<file path="src/rtl/video_timing_gen.sv">
// Programmable raster timing generator: horizontal/vertical counters,
// registered sync/data-enable/coordinate outputs, and a pending timing
// configuration that takes effect only at a frame boundary or while idle.
module video_timing_gen #(
    parameter int unsigned CW     = 12,
    parameter int unsigned FCW    = 16,
    parameter int unsigned H_ACT  = 1024,
    parameter int unsigned H_FP   = 24,
    parameter int unsigned H_SYNC = 136,
    parameter int unsigned H_BP   = 160,
    parameter int unsigned V_ACT  = 768,
    parameter int unsigned V_FP   = 3,
    parameter int unsigned V_SYNC = 6,
    parameter int unsigned V_BP   = 29,
    parameter logic        HS_POL = 1'b0,
    parameter logic        VS_POL = 1'b0
) (
    input  logic            clk,
    input  logic            rst_n,
    input  logic            en,
    input  logic            cfg_load,
    input  logic [4*CW-1:0] cfg_h,
    input  logic [4*CW-1:0] cfg_v,
    input  logic [1:0]      cfg_pol,
    output logic            cfg_err,
    output logic            hs,
    output logic            vs,
    output logic            de,
    output logic [CW-1:0]   x,
    output logic [CW-1:0]   y,
    output logic            line_start,
    output logic            frame_start,
    output logic [FCW-1:0]  frame_cnt
);
    // Timing sums are done two bits wider so four full-scale fields cannot wrap.
    localparam int unsigned     XW      = CW + 2;
    localparam logic [XW-1:0]   MAX_TOT = XW'((1 << CW) - 1);
    localparam logic [4*CW-1:0] DEF_H   = {CW'(H_ACT), CW'(H_FP), CW'(H_SYNC), CW'(H_BP)};
    localparam logic [4*CW-1:0] DEF_V   = {CW'(V_ACT), CW'(V_FP), CW'(V_SYNC), CW'(V_BP)};
    localparam logic [1:0]      DEF_POL = {HS_POL, VS_POL};

    // Field idx 0..3 = act, fp, sync, bp (act in the MSBs), zero-extended.
    function automatic logic [XW-1:0] fld(input logic [4*CW-1:0] c, input int unsigned idx);
        return {2'b00, c[(3-idx)*CW +: CW]};
    endfunction

    function automatic logic axis_ok(input logic [4*CW-1:0] c);
        logic [XW-1:0] sum;
        logic          ok;
        sum = '0;
        ok  = 1'b1;
        for (int unsigned i = 0; i < 4; i++) begin
            sum = sum + fld(c, i);
            if (fld(c, i) == '0) ok = 1'b0;
        end
        return ok && (sum <= MAX_TOT);
    endfunction

    logic [CW-1:0]   h_cnt_q, h_cnt_d, v_cnt_q, v_cnt_d;
    logic [4*CW-1:0] act_h_q, act_h_d, act_v_q, act_v_d;
    logic [4*CW-1:0] pend_h_q, pend_h_d, pend_v_q, pend_v_d;
    logic [1:0]      act_pol_q, act_pol_d, pend_pol_q, pend_pol_d;
    logic            pend_vld_q, pend_vld_d;
    logic            cfg_err_q, cfg_err_d, hs_q, hs_d, vs_q, vs_d, de_q, de_d;
    logic            ls_q, ls_d, fs_q, fs_d;
    logic [CW-1:0]   x_q, x_d, y_q, y_d;
    logic [FCW-1:0]  fcnt_q, fcnt_d;

    logic [XW-1:0]   h_ext, v_ext, h_tot, v_tot, hs_lo, hs_hi, vs_lo, vs_hi;
    logic            h_last, v_last, apply, load_ok;

    // Decode the live counter position against the active timing.
    always_comb begin
        h_ext  = {2'b00, h_cnt_q};
        v_ext  = {2'b00, v_cnt_q};
        hs_lo  = fld(act_h_q, 0) + fld(act_h_q, 1);
        hs_hi  = hs_lo + fld(act_h_q, 2);
        h_tot  = hs_hi + fld(act_h_q, 3);
        vs_lo  = fld(act_v_q, 0) + fld(act_v_q, 1);
        vs_hi  = vs_lo + fld(act_v_q, 2);
        v_tot  = vs_hi + fld(act_v_q, 3);
        h_last = (h_ext == h_tot - XW'(1));
        v_last = (v_ext == v_tot - XW'(1));
    end

    // Next counters, config hand-over and the registered output values.
    always_comb begin
        h_cnt_d    = h_cnt_q;
        v_cnt_d    = v_cnt_q;
        act_h_d    = act_h_q;
        act_v_d    = act_v_q;
        act_pol_d  = act_pol_q;
        pend_h_d   = pend_h_q;
        pend_v_d   = pend_v_q;
        pend_pol_d = pend_pol_q;
        pend_vld_d = pend_vld_q;

        if (!en) begin
            h_cnt_d = '0;
            v_cnt_d = '0;
        end else if (h_last) begin
            h_cnt_d = '0;
            v_cnt_d = v_last ? '0 : v_cnt_q + 1'b1;
        end else begin
            h_cnt_d = h_cnt_q + 1'b1;
        end

        // Hand-over uses the old pending value; a coincident load then
        // refills pending so it waits for the following boundary.
        apply = !en || (h_last && v_last);
        if (apply && pend_vld_q) begin
            act_h_d    = pend_h_q;
            act_v_d    = pend_v_q;
            act_pol_d  = pend_pol_q;
            pend_vld_d = 1'b0;
        end
        load_ok = cfg_load && axis_ok(cfg_h) && axis_ok(cfg_v);
        if (load_ok) begin
            pend_h_d   = cfg_h;
            pend_v_d   = cfg_v;
            pend_pol_d = cfg_pol;
            pend_vld_d = 1'b1;
        end
        cfg_err_d = cfg_load && !load_ok;

        de_d   = en && (h_ext < fld(act_h_q, 0)) && (v_ext < fld(act_v_q, 0));
        x_d    = de_d ? h_cnt_q : '0;
        y_d    = de_d ? v_cnt_q : '0;
        hs_d   = (en && h_ext >= hs_lo && h_ext < hs_hi) ? act_pol_q[1] : ~act_pol_q[1];
        vs_d   = (en && v_ext >= vs_lo && v_ext < vs_hi) ? act_pol_q[0] : ~act_pol_q[0];
        ls_d   = de_d && (h_cnt_q == '0);
        fs_d   = en && (h_cnt_q == '0) && (v_cnt_q == '0);
        fcnt_d = fcnt_q + {{(FCW-1){1'b0}}, fs_d};
    end

    // State and output registers with asynchronous return to defaults.
    always_ff @(posedge clk or negedge rst_n) begin
        if (!rst_n) begin
            h_cnt_q    <= '0;
            v_cnt_q    <= '0;
            act_h_q    <= DEF_H;
            act_v_q    <= DEF_V;
            act_pol_q  <= DEF_POL;
            pend_h_q   <= DEF_H;
            pend_v_q   <= DEF_V;
            pend_pol_q <= DEF_POL;
            pend_vld_q <= 1'b0;
            cfg_err_q  <= 1'b0;
            hs_q       <= ~HS_POL;
            vs_q       <= ~VS_POL;
            de_q       <= 1'b0;
            x_q        <= '0;
            y_q        <= '0;
            ls_q       <= 1'b0;
            fs_q       <= 1'b0;
            fcnt_q     <= '0;
        end else begin
            h_cnt_q    <= h_cnt_d;
            v_cnt_q    <= v_cnt_d;
            act_h_q    <= act_h_d;
            act_v_q    <= act_v_d;
            act_pol_q  <= act_pol_d;
            pend_h_q   <= pend_h_d;
            pend_v_q   <= pend_v_d;
            pend_pol_q <= pend_pol_d;
            pend_vld_q <= pend_vld_d;
            cfg_err_q  <= cfg_err_d;
            hs_q       <= hs_d;
            vs_q       <= vs_d;
            de_q       <= de_d;
            x_q        <= x_d;
            y_q        <= y_d;
            ls_q       <= ls_d;
            fs_q       <= fs_d;
            fcnt_q     <= fcnt_d;
        end
    end

    assign cfg_err     = cfg_err_q;
    assign hs          = hs_q;
    assign vs          = vs_q;
    assign de          = de_q;
    assign x           = x_q;
    assign y           = y_q;
    assign line_start  = ls_q;
    assign frame_start = fs_q;
    assign frame_cnt   = fcnt_q;
endmodule

</file>
<file path="config.mk">
export PLATFORM = sky130hd
export DESIGN_NAME = video_timing_gen
export DESIGN_NICKNAME = d
export VERILOG_FILES = /design/src/rtl/video_timing_gen.sv
export SDC_FILE = /design/constraint.sdc
export NUM_CORES = 1
export LEC_CHECK = 0
export ABC_CLOCK_PERIOD_IN_PS = 6500
export BUFFER_PORTS_ARGS = -buffer_cell sky130_fd_sc_hd__buf_2
export CORE_AREA = 4 4 219 221
export DETAILED_ROUTE_END_ITERATION = 16
export DIE_AREA = 0 0 223 225
export PLACE_DENSITY_LB_ADDON = 0.08
export SYNTH_ARGS = -nofsm -noshare
export SYNTH_HDL_FRONTEND = slang
export SYNTH_SLANG_ARGS = --single-unit
</file>
<file path="constraint.sdc">
create_clock -name clk -period 6.5 [get_ports clk]
set_input_delay 0.325 -clock clk [delete_from_list [all_inputs] [get_ports clk]]
set_output_delay 0.325 -clock clk [all_outputs]
set_load 0.02 [all_outputs]
</file>
==> reports/results.md <==
| Parameter | Reported |
| --- | --- |
| Outcome | completed |
| Clock tree buffer depth | 3 |
| Tcrit/Tclk final | 94.91% |
| Syn Nets | 2,663 |
| Hold worst-path end | pend_pol_q[0]$_DFFE_PN0P_ |
| Logic depth of the worst register-to-register path | 27 |
| Vias/cell | 5.847 |
| CP Depth | 27 |
| Nets | 2,744 |
| DRC violation count after routing | 0 |
| Hold_ws | 0.04475 ns |
| Total power | 8.368 mW |
| Weighted congestion reported at the end of routability-driven placement | 0.8922 |
| Number of cells in the finished layout apart from fillers | 3,025 |
| Skew-Pair Late Insertion Delay | 0.56 ns |
| Ratio of total power to cell area | 361.3 nW/µm² |
| Top achievable clock speed | 162.1 MHz |
| Buffers plus inverters on the worst setup path | 3 |
| Synthesized area per cell | 8.905 µm² |
| Root Buffer Master | clkbuf_16 |
| Leakage | 10.77 nW |
| Core Util, Final | 50.18% |
| Number of cells on the worst hold path | 2 |
| Share of post-route cells with drive strength above 1 | 13.94% |
| H-tree levels | 2 |
| Worst reg2reg startpoint | act_h_q[25]$_DFFE_PN0P_ |
| Final max-slew violation count | 0 |
| Synth unique cells | 68 |
| Setup WS post-layout | 0.3307 ns |
| Syn Std Cell Area | 20,600 µm² |
| Initial cell density of the core | 44.62% |
| Dpl hpwl | 42,570 µm |
| Setup slack of the most critical reg-to-reg path | 0.33 ns |
| Final Skew | 0.02207 ns |
| Area growth, synth to finish | 12.45% |
| Post-detailed-route count of antenna-violating nets | 0 |
| CTS tree | done |
| Dpl ws | 0.2313 ns |
| Maxcap violations | 0 |
| Critical path fanouts, max | 26 |
| Number of clock sinks | 267 |
| Yosys synthesis warning count | 0 |
| Routed len/inst | 20.17 µm |
| Number of detailed-routing iterations run before antenna repair | 5 |
| Start-to-end type of the worst setup path | register to register |
| I/O Buffers | 147 |
| Post-Synthesis Cells | 2,313 |
| Share of the synthesized area in the top cell type | 28.06% |
| Post-synth ARST share | 100.0% |
| Initial antenna violation count | 0 |
| Cell accounting for the most synthesized area | dfrtp_1 |
| Die outline area | 50,180 µm² |
| Cell types occupying the most area after synthesis | dfrtp_1 (28%), ha_1 (12%), nand3_1 (6.2%), fa_1 (5.2%), dfstp_2 (4.6%) |
| # diodes | 0 |
| Slowest stage delay, CP | 0.41 ns |
| Slowest library cell on the worst path | dfrtp_1 |
| Setup-violating endpoint count in the final report | 0 |
| Required arrival time at the worst endpoint | 6.98 ns |
| Endpoint kind of the worst setup timing path | register |
| Min cycle time layout | 6.169 ns |
| Endpoint arrival time on the critical path | 6.64 ns |
| Worst slew slack as a fraction of its limit | 14.97% |
| Final hold violations | 0 |
| Leftover overflow at the end of global routing | 0 |
| First-pass GRT wire length | 93,430 µm |
| Peak supply drop | 0.2823 mV |
| Clock-pin slew on the worst setup and hold paths | 0.06 ns |
| Cell class contributing the biggest share of worst-path delay | simple AND/OR/NAND/NOR gates |
| Filler cells | 4,237 |
| Type of element launching the critical path | register |
| Maximum number of pins on one net before global-route repair | 155 |
| Tightest Hold Check Type | input port to register |
| Hold Path Origin | cfg_pol[0] |
| Num ports | 148 |
| Main synth FF type | dfrtp_1 |
| Via count | 17,687 |
| Actual slew at the worst max-slew pin | 1.275 ns |
| Number of global-route vias before repair | 16,444 |
| Overall track demand over capacity in global routing | 23.18% |
| CTS Buf Count | 34 |
| Row cnt | 79 |
| Worst reg2reg endpoint | act_h_q[6]$_DFFE_PN0P_ |
| Inst Count DP | 2,955 |
| Number of enable flip-flop cells after synthesis | 0 |
| Seq/Total Area, Yosys | 32.66% |
| Flip-flop and latch count after synthesis | 267 |
| Vertical die dimension | 225 µm |
| Cell mode on critical path | ha_1 |
| Wire length after detailed routing | 61,030 µm |
| Core box area | 46,160 µm² |
| Chip Width | 223 µm |
| DRC violation total after the first TritonRoute iteration | 1,389 |
[cell usage after synthesis (all sizes together) (13+ instances only)]
cell and instances:
nor2b 27, clkbuf 91, mux2 99, nand4 23, o21a 13, nand2b 13, nand2 235, nor3b 22
nor3 31, nand3 256, buf 39, a211oi 15, xor2 42, dfstp 36, xnor2 68, o21ai 140
a21oi 56, and3 23, a31oi 104, ha 194, fa 54, dfrtp 231, inv 179, or3 106
nor4 34, a21o 39, nor2 52
[cell usage in the layout, fill, tap and decap left out, types with 68 or more instances in the layout]
cell and count:
buf_2 145, nand3_1 255, a31oi_1 104, ha_1 194
xnor2_1 68, nand2_1 235, dfrtp_1 230, or3_1 106
o21ai_0 135, inv_1 179
[what timing repair did]
item,4_1_cts,5_1_grt
resized for setup,0,6
setup endpoints to repair,0,122
hold buffers,3,0
hold endpoints to repair,98,0
buffers inserted,0,2
[metrics by stage]
stage               TNS [ns]  cell area, µm²
finish                     0           23160
global route        -0.05055           23160
CTS                        0           22990
detailed placement         0           21770
global placement           0           21770
floorplan                  0           20600
[power breakdown]
part	switching [mW]	leakage (nW)	internal (mW)	total, mW
Combinational	2.06	7.17	1.66	3.72
Clock	0.789	0.572	1.25	2.03
Sequential	0.519	3.03	2.10	2.62
[worst max path at each step]
| stage | from | endpoint | slack (ns) |
|---|---|---|---|
| after floorplan | act_h_q[25]$_DFFE_PN0P_ | act_h_q[0]$_DFFE_PN0P_ | 0.72 |
| after global placement | act_h_q[25]$_DFFE_PN0P_ | act_v_q[16]$_DFFE_PN0P_ | 0.28 |
| after detailed placement | act_h_q[25]$_DFFE_PN0P_ | act_v_q[8]$_DFFE_PN0P_ | 0.23 |
| after CTS | act_h_q[25]$_DFFE_PN0P_ | act_v_q[8]$_DFFE_PN0P_ | 0.19 |
| after global routing | act_h_q[25]$_DFFE_PN0P_ | act_v_q[38]$_DFFE_PN0P_ | -0.01 |
| final | act_h_q[25]$_DFFE_PN0P_ | act_h_q[6]$_DFFE_PN0P_ | 0.33 |
[sequential cells by signal (all words and copies together), names as in the netlist]
register     cells
x               12
de               1
hs               1
h_cnt_q         12
frame_cnt       16
vs               1
act_h_q         48
act_pol_q        2
line_start       1
v_cnt_q         12
frame_start      1
act_v_q         48
y               12
pend_h_q        48
pend_v_q        48
pend_pol_q       2
pend_vld_q       1
cfg_err          1
[area by class of cell]
| cell class | count | area [µm²] | area share [%] |
|---|---|---|---|
| flip-flops and latches | 267 | 6730 | 29.06 |
| clock buffers | 44 | 958.4 | 4.138 |
| clock inverters | 16 | 236.5 | 1.021 |
| inverters | 179 | 671.9 | 2.901 |
| well taps | 607 | 759.5 | 3.279 |
| multi-input cells | 1737 | 12650 | 54.60 |
| repair buffers | 175 | 1159 | 5.002 |
[cells by family (layout without fill, tap and decap cells)]
family / count (synthesis) / count (layout) / synth area share, %
flops: 267 / 267 / 32.66
compound gates: 422 / 422 / 12.63
fa+ha+maj: 249 / 249 / 17.08
xor+xnor: 110 / 110 / 4.677
buf+inv: 309 / 414 / 6.147
simple gates: 853 / 853 / 21.20
mux: 103 / 103 / 5.607
[metal layers]
layer / vias to the layer above / GRT usage, % / wire, µm
li1: 8388 / - / -
met1: 8645 / 36.31 / 29480
met2: 582 / 34.03 / 26190
met5: - / 0 / 0
met3: 72 / 3.686 / 4267
met4: 0 / 4.514 / 1084
No activity file was read; power rests on OpenSTA's default activity.
